<file path="src/rtl/rst_seq_pkg.sv">
// Shared state encodings, default parameters and width helpers for the
// ordered reset sequencer.
package rst_seq_pkg;

  // One-hot state encoding.
  typedef enum logic [4:0] {
    S_WAIT_LOCK = 5'b00001,
    S_ASSERT    = 5'b00010,
    S_WAIT_DONE = 5'b00100,
    S_DONE      = 5'b01000,
    S_FAIL      = 5'b10000
  } state_e;

  localparam int DEF_NUM_STAGE      = 4;
  localparam int DEF_HOLD_CYCLES    = 64;
  localparam int DEF_TIMEOUT_CYCLES = 65535;
  localparam int DEF_MAX_RETRY      = 3;

  function automatic int stage_w(input int n);
    return (n > 1) ? $clog2(n) : 1;
  endfunction

  function automatic int retry_w(input int max_retry);
    return $clog2(max_retry + 2);
  endfunction

  // One counter serves both the hold and the timeout, so size it for the larger.
  function automatic int timer_w(input int hold, input int tmo);
    return $clog2(((hold > tmo) ? hold : tmo) + 1);
  endfunction

endpackage

</file>
<file path="src/rtl/rst_seq_timer.sv">
// Saturating up-counter with synchronous clear; hit_o flags that the count
// has reached the selected limit.
module rst_seq_timer #(
  parameter int CW = 16
) (
  input  logic          clk_i,
  input  logic          rst_ni,
  input  logic          clr_i,
  input  logic          en_i,
  input  logic [CW-1:0] limit_i,
  output logic          hit_o
);

  logic [CW-1:0] cnt_q, cnt_d;

  always_comb begin
    cnt_d = cnt_q;
    if (clr_i)
      cnt_d = '0;
    else if (en_i && (cnt_q != '1))
      cnt_d = cnt_q + CW'(1);
  end

  always_ff @(posedge clk_i or negedge rst_ni) begin
    if (!rst_ni) cnt_q <= '0;
    else         cnt_q <= cnt_d;
  end

  assign hit_o = (cnt_q >= limit_i);

endmodule

</file>
<file path="src/rtl/rst_seq_ctrl.sv">
// Ordered reset sequencer: holds all stage resets, then releases stages one by
// one with per-stage timeout and bounded retry. RST_SEQ_WATCHDOG_EN adds a DONE-state watchdog.
module rst_seq_ctrl
  import rst_seq_pkg::*;
#(
  parameter int NUM_STAGE      = DEF_NUM_STAGE,
  parameter int HOLD_CYCLES    = DEF_HOLD_CYCLES,
  parameter int TIMEOUT_CYCLES = DEF_TIMEOUT_CYCLES,
  parameter int MAX_RETRY      = DEF_MAX_RETRY,
  localparam int SW = stage_w(NUM_STAGE),
  localparam int RW = retry_w(MAX_RETRY)
) (
  input  logic                 eth_gtx_clk,
  input  logic                 g_resetn,
  input  logic                 dcm_locked,
  input  logic                 start,
  input  logic [NUM_STAGE-1:0] stage_done,
  output logic [NUM_STAGE-1:0] stage_resetn,
  output logic                 seq_done,
  output logic                 seq_fail,
  output logic [SW-1:0]        fail_stage,
  output logic [RW-1:0]        retry_cnt
);

  localparam int            CW        = timer_w(HOLD_CYCLES, TIMEOUT_CYCLES);
  localparam logic [CW-1:0] HOLD_LIM  = CW'(HOLD_CYCLES - 1);
  localparam logic [CW-1:0] TMO_LIM   = CW'(TIMEOUT_CYCLES - 1);
  localparam logic [SW-1:0] LAST_K    = SW'(NUM_STAGE - 1);
  localparam logic [RW-1:0] RETRY_MAX = RW'(MAX_RETRY);
  localparam logic [RW-1:0] RETRY_SAT = RW'(MAX_RETRY + 1);

  state_e               state_q, state_d;
  logic [SW-1:0]        k_q, k_d, fail_stage_q, fail_stage_d, fault_stage;
  logic [RW-1:0]        retry_q, retry_d;
  logic [NUM_STAGE-1:0] srn_q, srn_d;
  logic                 done_q, fail_q, fault;
  logic                 tmr_clr, tmr_en, tmr_hit;
  logic [CW-1:0]        tmr_lim;
  logic                 wd_trip;
  logic [SW-1:0]        wd_stage;

  rst_seq_timer #(.CW(CW)) u_timer (
    .clk_i   (eth_gtx_clk),
    .rst_ni  (g_resetn),
    .clr_i   (tmr_clr),
    .en_i    (tmr_en),
    .limit_i (tmr_lim),
    .hit_o   (tmr_hit)
  );

`ifdef RST_SEQ_WATCHDOG_EN
  // Remembers which ready flags were low on the previous DONE cycle.
  logic [NUM_STAGE-1:0] wd_low_q;

  always_ff @(posedge eth_gtx_clk or negedge g_resetn) begin
    if (!g_resetn) wd_low_q <= '0;
    else           wd_low_q <= (state_q == S_DONE) ? ~stage_done : '0;
  end

  always_comb begin
    wd_trip  = 1'b0;
    wd_stage = '0;
    for (int i = NUM_STAGE - 1; i >= 0; i--) begin
      if (wd_low_q[i] && !stage_done[i]) begin
        wd_trip  = 1'b1;
        wd_stage = SW'(i);
      end
    end
  end
`else
  assign wd_trip  = 1'b0;
  assign wd_stage = '0;
`endif

  always_comb begin
    state_d      = state_q;
    k_d          = k_q;
    fail_stage_d = fail_stage_q;
    retry_d      = retry_q;
    tmr_clr      = 1'b0;
    tmr_en       = 1'b0;
    tmr_lim      = (state_q == S_ASSERT) ? HOLD_LIM : TMO_LIM;
    fault        = 1'b0;
    fault_stage  = k_q;
    // Lock loss overrides everything; WAIT_LOCK also just idles here.
    if (!dcm_locked) begin
      state_d = S_WAIT_LOCK;
    end else begin
      case (state_q)
        S_WAIT_LOCK: begin
          state_d = S_ASSERT;
          tmr_clr = 1'b1;
        end
        S_ASSERT: begin
          tmr_en = 1'b1;
          if (tmr_hit) begin
            state_d = S_WAIT_DONE;
            k_d     = '0;
            tmr_clr = 1'b1;
          end
        end
        S_WAIT_DONE: begin
          tmr_en = 1'b1;
          if (stage_done[k_q]) begin
            tmr_clr = 1'b1;
            if (k_q == LAST_K) state_d = S_DONE;
            else               k_d     = k_q + SW'(1);
          end else if (tmr_hit) begin
            fault = 1'b1;
          end
        end
        S_DONE: begin
          if (start) begin
            state_d = S_ASSERT;
            retry_d = '0;
            tmr_clr = 1'b1;
          end else if (wd_trip) begin
            fault       = 1'b1;
            fault_stage = wd_stage;
          end
        end
        S_FAIL: begin
          if (start) begin
            state_d = S_ASSERT;
            retry_d = '0;
            tmr_clr = 1'b1;
          end
        end
        default: state_d = S_WAIT_LOCK;
      endcase
      if (fault) begin
        fail_stage_d = fault_stage;
        retry_d      = (retry_q == RETRY_SAT) ? retry_q : retry_q + RW'(1);
        state_d      = (retry_q < RETRY_MAX) ? S_ASSERT : S_FAIL;
        tmr_clr      = 1'b1;
      end
    end
  end

  always_comb begin
    srn_d = '0;
    for (int i = 0; i < NUM_STAGE; i++)
      srn_d[i] = (state_d == S_DONE) || ((state_d == S_WAIT_DONE) && (i <= int'(k_d)));
  end

  always_ff @(posedge eth_gtx_clk or negedge g_resetn) begin
    if (!g_resetn) begin
      state_q      <= S_WAIT_LOCK;
      k_q          <= '0;
      fail_stage_q <= '0;
      retry_q      <= '0;
      srn_q        <= '0;
      done_q       <= 1'b0;
      fail_q       <= 1'b0;
    end else begin
      state_q      <= state_d;
      k_q          <= k_d;
      fail_stage_q <= fail_stage_d;
      retry_q      <= retry_d;
      srn_q        <= srn_d;
      done_q       <= (state_d == S_DONE);
      fail_q       <= (state_d == S_FAIL);
    end
  end

  assign stage_resetn = srn_q;
  assign seq_done     = done_q;
  assign seq_fail     = fail_q;
  assign fail_stage   = fail_stage_q;
  assign retry_cnt    = retry_q;

endmodule
</file>
<file path="config.mk">
export PLATFORM = sky130hd
export DESIGN_NAME = rst_seq_ctrl
export DESIGN_NICKNAME = d
export VERILOG_FILES = /design/src/rtl/rst_seq_pkg.sv /design/src/rtl/rst_seq_timer.sv /design/src/rtl/rst_seq_ctrl.sv
export SDC_FILE = /design/constraint.sdc
export NUM_CORES = 1
export LEC_CHECK = 0
export CAP_MARGIN = 30
export CORE_MARGIN = 2
export CORE_UTILIZATION = 50
export CTS_CLUSTER_DIAMETER = 30
export DETAILED_ROUTE_END_ITERATION = 6
export PLACE_DENSITY = 0.7
export SLEW_MARGIN = 10
export SYNTH_ARGS = -nofsm -noshare
export SYNTH_HDL_FRONTEND = slang
export SYNTH_HIERARCHICAL = 1
export SYNTH_SLANG_ARGS = --single-unit
export TNS_END_PERCENT = 30
</file>
<file path="constraint.sdc">
create_clock -name eth_gtx_clk -period 11.1 [get_ports eth_gtx_clk]
set_input_delay 3.33 -clock eth_gtx_clk [delete_from_list [all_inputs] [get_ports eth_gtx_clk]]
set_output_delay 3.33 -clock eth_gtx_clk [all_outputs]
set_load 0.005 [all_outputs]
</file>
==> impl_metrics.tcl, run 1 <==
set metrics [dict create \
    coreArea_sq_mm 0.00466 \
    cts_resized 0 \
    drive_above_1_share 0.0947 \
    fillCellCount 409 \
    status "complete, no violations" \
    grt_usage 0.216 \
    critPathLaunchType "primary input" \
    reg2reg_slack_ps 6690 \
    num_antenna_cells 0 \
    initial_utilization 0.513 \
    muxShareOfSynthArea 0.0366 \
    grt_max_degree 35 \
    hold_end "fail_stage[1]$_DFFE_PN0P_" \
    synth_flop_cell "dfrtp_1" \
    vias 2044 \
    met2_usage 0.361 \
    ys_seq_elements 34 \
    synth.largest_area_cell "dfrtp_1" \
    final-setup-viol-count 0 \
    cts_buffer_depth 2 \
    yosys-top-cells-area "dfrtp_1 (35%), ha_1 (9.9%), a21oi_1 (4.0%)" \
    slew_headroom 0.506 \
    cp.required_ps 11270 \
    hpwl_mm 3.76 \
    hold-path-cell-count 1 \
    row_count 25 \
    clock-root-buffer "clkbuf_8" \
    grt_pass1_vias 1970 \
    rsz0062_at_grt "no" \
    power.density_mw_per_mm2 112 \
    routed_via_density 6.03 \
    syn_inst 261 \
    hold_start "fail_stage[1]$_DFFE_PN0P_" \
    wire_per_inst_microns 14.9 \
    cp_data_arrival_time_ps 5590 \
    antenna_found_initial 0 \
    yosysMostFrequentCell "dfrtp_1" \
    grt_remaining_overflow 0 \
    numClockSinks 34 \
    dieArea_sq_mm 0.00535 \
    cts_tree "built" \
    synth_compound_area_frac 0.180 \
    clkTransAtPathRegs_ps 70 \
    drv_slew 0 \
    synth_top_family_by_area "simple AND/OR/NAND/NOR gates" \
    numPortBuffers 18 \
    end_kind "flip-flop" \
    wl_mm 5.07 \
    cap_violations 0 \
    ios 19 \
    yosys.cell_types.count 63 \
    antenna_left 0 \
    synthXorXnorAreaFrac 0.0183 \
    cts_max_level 2 \
    synth_common_cells "dfrtp_1 (33), nor2_1 (22), inv_1 (21)" \
    synth-edff-count 0 \
    max-vdd-ir-drop_uv 72.1 \
    postCtsSetupBuffers 0 \
    synth_top_area_frac 0.345 \
    power.leakage_nw 1.29 \
    avgSynthCellArea_sq_um 9.17 \
    path_class "in -> reg" \
    clock_skew_ps 4.91 \
    firstDrtPassIters 4 \
    tightestPinTransition_ps 738 \
    yosys_warnings 6 \
    grt_pass1_wl_mm 8.92 \
    drc 0 \
    synth.cell_area_sq_mm 0.00239 \
    nNetsFinal 311 \
    cts_inserted_buffers 5 \
    rr_endpoint "u_timer/cnt_q[13]$_DFFE_PN0P_" \
    first_iter_violations 81 \
    min_period_ps 5420 \
    met1_usage 0.270 \
    grt.busiest_layer "met2" \
    clock_latency_ps 280 \
    die_x_microns 73.2 \
    die_h_microns 73.2 \
    crit_start "stage_done[1]" \
    use_met3 0.0414 \
    ff2ff_path_depth 13 \
    fin_tns_setup_ps 0 \
    post-route-util 0.584 \
    async_reset_ff_frac 1.00 \
    path_max_fanout 17 \
    hold_viol_final 0 \
    cts.hold.buffers_added 0 \
    yosys.area_share.simple 0.258 \
    clock.fmax_mhz 184 \
    globalplace.congestion 0.799 \
    hold_class "reg -> reg" \
    fin_crit_sh 0.488 \
    r2r_start "state_q[4]$_DFF_PN0_" \
    areaGrowthSynthToFinish_pct 13.8 \
    yosysSeqAreaShare 0.356 \
    synthAdderAreaFrac 0.0994 \
]
routing by layer:
metal / up-vias / part of all wire
met5: - / 0
met4: 0 / 0.024
met3: 12 / 0.029
met2: 32 / 0.50
met1: 987 / 0.44
li1: 1013 / -
cells by family after synthesis:
group	after synthesis
compound gates	62
xor+xnor	5
fa+ha+maj	19
buf+inv	29
flops	34
mux	7
other cells	1
simple gates	104
cells in the final DEF, fill, tap and decap left out, types with 6 or more instances in the layout:
cell type,instances
dfrtp_1,33
nor2_1,22
inv_1,21
a21oi_1,19
ha_1,19
clkdlybuf4s50_1,18
nand2_1,17
o21ai_0,11
nor3_1,8
nand4_1,7
clkbuf_8,6
area by class of cell:
class / instances / area, sq um / area share
inverters: 21 / 78.8 / 0.0290
clock buffers: 7 / 86.3 / 0.0317
clock inverters: 1 / 5.00 / 0.00184
flip-flops and latches: 34 / 852 / 0.313
multi-input cells: 202 / 1440 / 0.528
repair buffers: 20 / 195 / 0.0717
well taps: 54 / 67.6 / 0.0248
registers in the layout, summed over array words and instances, names as in the netlist:
register,count
retry_cnt,3
state_q,5
stage_resetn,4
seq_fail,1
seq_done,1
fail_stage,2
k_q,2
u_timer/cnt_q,16
worst max path at each step:
| stage | end | slack (ps) | depth (start not counted) |
|---|---|---|---|
| 2_1_floorplan | u_timer/cnt_q[0]$_DFFE_PN0P_ | 6060 | 7 |
| 4_1_cts | u_timer/cnt_q[13]$_DFFE_PN0P_ | 5700 | 7 |
| 3_5_place_dp | u_timer/cnt_q[13]$_DFFE_PN0P_ | 5400 | 7 |
| 5_1_grt | u_timer/cnt_q[13]$_DFFE_PN0P_ | 5510 | 7 |
| 6_report | u_timer/cnt_q[13]$_DFFE_PN0P_ | 5680 | 7 |
| 3_3_place_gp | u_timer/cnt_q[13]$_DFFE_PN0P_ | 5450 | 7 |
worst max-delay path, stage by stage:
cell	delay, ps
clkdlybuf4s50_1	440
mux4_2	480
nor3_1	240
and3_1	280
a21o_1	460
nor2_1	90
mux2_2	270
stage by stage:
step / hold WS, ps / cells / instance area (sq um) / total power [mW] / setup slack [ps]
2_1_floorplan: 505 / 265 / 2410 / 0.199 / 6060
3_3_place_gp: 504 / 330 / 2620 / 0.211 / 5450
3_5_place_dp: 498 / 330 / 2620 / 0.213 / 5400
4_1_cts: 509 / 338 / 2710 / 0.309 / 5700
5_1_grt: 524 / 339 / 2720 / 0.327 / 5510
6_report: 504 / 339 / 2720 / 0.305 / 5680
power by group:
group          total, mW  switching (mW)  leakage (nW)  internal (mW)
registers          0.140          0.0101         0.471          0.130
logic             0.0708          0.0432         0.776         0.0275
clock network     0.0944          0.0444        0.0482         0.0500
total              0.305          0.0977          1.29          0.208
(Power assumes the default switching activity.)
==> inputs of run 2 (changes only) <==
Clock period 11.1 ns to 5.35 ns, I/O delays scaled along.
==> impl_metrics.tcl, run 2 (synthesis gave the netlist of run 1 again) <==
set metrics [dict create \
    antenna_found_initial 0 \
    grt_pass1_vias 1949 \
    clock-root-buffer "clkbuf_8" \
    drv_slew 0 \
    routed_via_density 5.91 \
    antenna_left 0 \
    end_kind "flip-flop" \
    post-route-util 0.588 \
    clock_latency_ps 300 \
    die_x_microns 73.2 \
    grt_usage 0.221 \
    wl_mm 5.14 \
    num_antenna_cells 0 \
    finalPower_mw 0.683 \
    cts_max_level 2 \
    initial_utilization 0.513 \
    cpMaxStageDelayCell "a21o_1" \
    first_iter_violations 105 \
    clock.fmax_mhz 241 \
    slew_headroom 0.613 \
    clock_skew_ps 8.36 \
    cap_violations 0 \
    cts_resized 0 \
    mostFrequentLayoutCells "dfrtp_1 (33), nor2_1 (22), inv_1 (21)" \
    row_count 25 \
    critPathLaunchType "flip-flop" \
    areaGrowthSynthToFinish_pct 14.6 \
    swShare 0.318 \
    cts.hold.buffers_added 0 \
    p_switching_mw 0.217 \
    p_int_mw 0.466 \
    fin_tns_setup_ps 0 \
    drive_above_1_share 0.0982 \
    cts_tree "built" \
    status "complete, no violations" \
    dieArea_sq_mm 0.00535 \
    max-vdd-ir-drop_uv 146 \
    postCtsSetupBuffers 0 \
    numPortBuffers 18 \
    nNetsFinal 311 \
    globalplace.congestion 0.830 \
    slowest_delay_ps 480 \
    ios 19 \
    hpwl_mm 3.75 \
    cpMostUsedCell "inv_1" \
    hold_class "reg -> reg" \
    clkTransAtPathRegs_ps 70 \
    path_class "reg -> reg" \
    power.density_mw_per_mm2 249 \
    coreArea_sq_mm 0.00466 \
    cp.required_ps 5530 \
    power.leakage_nw 1.30 \
    min_period_ps 4150 \
    wire_per_inst_microns 15.2 \
    largest_register_ffs 16 \
    combinationalPowerShare 0.222 \
    grt_max_degree 35 \
    fin_crit_sh 0.776 \
    vias 2004 \
    drc 0 \
    tightestPinTransition_ps 580 \
    cts_inserted_buffers 5 \
    cp_data_arrival_time_ps 4330 \
    firstDrtPassIters 4 \
    final_common_cell "dfrtp_1" \
    grt_pass1_wl_mm 9.17 \
    cts_buffer_depth 2 \
    largest-register "u_timer/cnt_q" \
    p_clk_frac 0.352 \
    grt_remaining_overflow 0 \
    hold_viol_final 0 \
    die_h_microns 73.2 \
    final-setup-viol-count 0 \
    path_max_fanout 17 \
    crit_chain "or3_4, nor3b_2, inv_1, inv_1, ha_1, nand4_1, nand3b_1, or4_1, o211ai_1, and3_1, a21o_1, nor2_1, mux2_2" \
    numClockSinks 34 \
    rsz0062_at_grt "no" \
    pwr-share-seq 0.427 \
]
==> run 2: through the flow <==
step | area [sq um] | setup WS (ps) | cells | hold slack [ps]
6_report | 2740 | 1200 | 339 | 527
5_1_grt | 2740 | 865 | 339 | 562
4_1_cts | 2740 | 1190 | 338 | 531
3_5_place_dp | 2620 | 1210 | 330 | 508
3_3_place_gp | 2620 | 1350 | 330 | 504
2_1_floorplan | 2410 | 1800 | 265 | 505
==> run 2: worst max-delay path, delay by kind of cell, from the launching register on <==
kind / cells / cell delay [ps]
AO/OA/AOI/OAI: 2 / 760
adder cells (fa/ha/maj): 1 / 180
buffers and inverters: 2 / 370
AND/OR/NAND/NOR: 7 / 2010
flip-flops: 1 / 450
multiplexers: 1 / 270
==> run 2: layer usage <==
metal | up-vias | track usage | wire (microns)
li1 | 1010 | - | -
met1 | 947 | 0.293 | 2440
met2 | 38 | 0.349 | 2430
met3 | 9 | 0.0483 | 175
met4 | 0 | 0.0905 | 92
met5 | - | 0 | 0
==> run 2: worst paths after layout <==
kind / start / end / slack [ps] / depth (start not counted)
min reg2reg: fail_stage[0]$_DFFE_PN0P_ / fail_stage[0]$_DFFE_PN0P_ / 530 / 1
min in group asynchronous: g_resetn / seq_fail$_DFF_PN0_ / 1720 / 2
min: fail_stage[0]$_DFFE_PN0P_ / fail_stage[0]$_DFFE_PN0P_ / 530 / 1
max: state_q[4]$_DFF_PN0_ / u_timer/cnt_q[13]$_DFFE_PN0P_ / 1200 / 13
max in group asynchronous: g_resetn / state_q[0]$_DFF_PN1_ / 3300 / 2
max reg2reg: state_q[4]$_DFF_PN0_ / u_timer/cnt_q[13]$_DFFE_PN0P_ / 1200 / 13
==> run 2: final cells by class <==
type                       count  area (sq um)
timing repair buffer          20           193
tap                           54          67.6
sequential                    34           852
fill                         402          1920
inverter                      21          78.8
multi-input combinational    202          1440
clock buffer                   5          68.8
clock inverter                 3          45.0
==> run 2: power groups by stage <==
stage	sequential [mW]	combinational, mW	clock, mW
global placement	0.295	0.148	0
global route	0.294	0.175	0.260
CTS	0.291	0.154	0.249
detailed placement	0.295	0.151	0
finish	0.292	0.152	0.240
floorplan	0.280	0.133	0
==> inputs of run 3 (changes only) <==
Settings changed: PLACE_DENSITY 0.7 to 0.73.
Clock period 5.35 ns to 3.65 ns, I/O delays scaled along.
==> impl_metrics.tcl, run 3 (synthesis gave the netlist of run 1 again) <==
set metrics [dict create \
    wl_mm 5.47 \
    grt_usage 0.225 \
    largest_register_ffs 16 \
    cts_tree "built" \
    path_max_fanout 5 \
    reg2reg_slack_ps 200 \
    final_common_cell "dfrtp_1" \
    slew_headroom 0.624 \
    routed_via_density 5.93 \
    row_count 25 \
    tightestPinTransition_ps 559 \
    die_h_microns 73.2 \
    crit_end "stage_resetn[1]$_DFF_PN0_" \
    drive_above_1_share 0.142 \
    clock_latency_ps 290 \
    drc 0 \
    vias 2077 \
    dieArea_sq_mm 0.00535 \
    drv_slew 0 \
    p_clk_frac 0.390 \
    min_period_ps 3450 \
    path_class "reg -> reg" \
    rr_endpoint "stage_resetn[1]$_DFF_PN0_" \
    clock_skew_ps 6.31 \
    end_kind "flip-flop" \
    nNetsFinal 322 \
    crit_start "state_q[4]$_DFF_PN0_" \
    setup_slack_ps 197 \
    power.leakage_nw 1.40 \
    wire_per_inst_microns 15.6 \
    placed_cell_area_sq_mm 0.00269 \
    first_iter_violations 118 \
    cts_buffer_depth 2 \
    grt_max_degree 35 \
    antenna_left 0 \
    cap_violations 0 \
    grt_pass1_vias 1980 \
    hold_slack_ps 517 \
    stdcell_area_sq_mm 0.00287 \
    numClockSinks 34 \
    clkTransAtPathRegs_ps 70 \
    antenna_found_initial 0 \
    hpwl_mm 3.99 \
    grt_pass1_wl_mm 9.27 \
    largest-register "u_timer/cnt_q" \
    swShare 0.287 \
    critPathLaunchType "flip-flop" \
    final-setup-viol-count 0 \
    p_int_mw 0.794 \
    grt_remaining_overflow 0 \
    cts.hold.buffers_added 0 \
    coreArea_sq_mm 0.00466 \
    ff2ff_path_depth 12 \
    clock-root-buffer "clkbuf_8" \
    cp.required_ps 3860 \
    numPortBuffers 18 \
    max-vdd-ir-drop_uv 270 \
    p_switching_mw 0.320 \
    num_antenna_cells 0 \
    pwr-share-seq 0.375 \
    fin_crit_sh 0.946 \
    combinationalPowerShare 0.235 \
    hold_viol_final 0 \
    finalPower_mw 1.11 \
    die_x_microns 73.2 \
    preCtsSetupSlack_ps 154 \
    cts_max_level 2 \
    initial_utilization 0.513 \
    ios 19 \
    mostFrequentLayoutCells "dfrtp_1 (33), nor2_1 (22), inv_1 (20)" \
    cts_inserted_buffers 5 \
    r2r_start "state_q[4]$_DFF_PN0_" \
    globalplace.congestion 0.798 \
    status "complete, no violations" \
    firstDrtPassIters 4 \
    clock.fmax_mhz 290 \
    areaGrowthSynthToFinish_pct 19.8 \
    cp_data_arrival_time_ps 3660 \
    hold_class "reg -> reg" \
    power.density_mw_per_mm2 389 \
]
==> run 3: cell count changes in the layout (fill, tap and decap cells not counted) <==
cell	change
inv_1	-1
clkbuf_8	+1
clkinvlp_4	-2
a2111oi_2	+1
o22ai_1	-1
o22ai_2	+1
bufinv_16	+1
inv_2	+1
buf_4	+11
a2111oi_0	-1
==> run 3: routing by layer <==
| metal | track usage | up-vias | routed length, microns |
|---|---|---|---|
| li1 | - | 1031 | - |
| met1 | 0.289 | 989 | 2450 |
| met2 | 0.382 | 46 | 2740 |
| met3 | 0.0442 | 11 | 179 |
| met4 | 0.0658 | 0 | 89 |
| met5 | 0 | - | 0 |
==> run 3: stage by stage <==
stage	instances	util	setup TNS [ps]
floorplan	265	-	0
global placement	339	0.577	0
detailed placement	339	0.577	0
global route	350	0.615	-397
finish	350	0.615	0
CTS	347	0.608	0
==> run 3: worst min path at each step <==
stage | start | end | cells past startpoint
after floorplan | fail_stage[0]$_DFFE_PN0P_ | fail_stage[0]$_DFFE_PN0P_ | 1
after detailed placement | fail_stage[0]$_DFFE_PN0P_ | fail_stage[0]$_DFFE_PN0P_ | 1
final | fail_stage[0]$_DFFE_PN0P_ | fail_stage[0]$_DFFE_PN0P_ | 1
after CTS | fail_stage[0]$_DFFE_PN0P_ | fail_stage[0]$_DFFE_PN0P_ | 1
after global routing | fail_stage[1]$_DFFE_PN0P_ | fail_stage[1]$_DFFE_PN0P_ | 1
after global placement | fail_stage[0]$_DFFE_PN0P_ | fail_stage[0]$_DFFE_PN0P_ | 1
==> run 3: critical path, cell delays in order (launching register included) <==
cell,delay (ps)
dfrtp_1,380
or3_4,420
nor3b_2,240
buf_4,170
ha_1,220
nand2b_1,170
a2111oi_2,380
or4_1,170
o211ai_1,170
or4b_4,610
a31oi_4,220
o21ai_1,100
a21oi_1,130
==> run 3: cell type report <==
type / instances / area (sq um)
Tap cell: 54 / 67.6
Inverter: 21 / 78.8
Fill cell: 376 / 1800
Sequential cell: 34 / 852
Clock buffer: 6 / 82.6
Clock inverter: 2 / 60.1
Multi-Input combinational cell: 202 / 1450
Timing Repair Buffer: 31 / 275
==> run 3: what timing repair did <==
action,in CTS,in global routing
setup buffers,0,2
gates resized for setup,0,4
setup endpoints to repair,0,18
==> run 3: power by group through the flow <==
stage,registers (mW),logic (mW),clock network (mW)
after floorplan,0.410,0.195,0
after global placement,0.423,0.247,0
after detailed placement,0.425,0.255,0
after CTS,0.418,0.256,0.441
after global routing,0.422,0.297,0.454
final,0.419,0.262,0.435
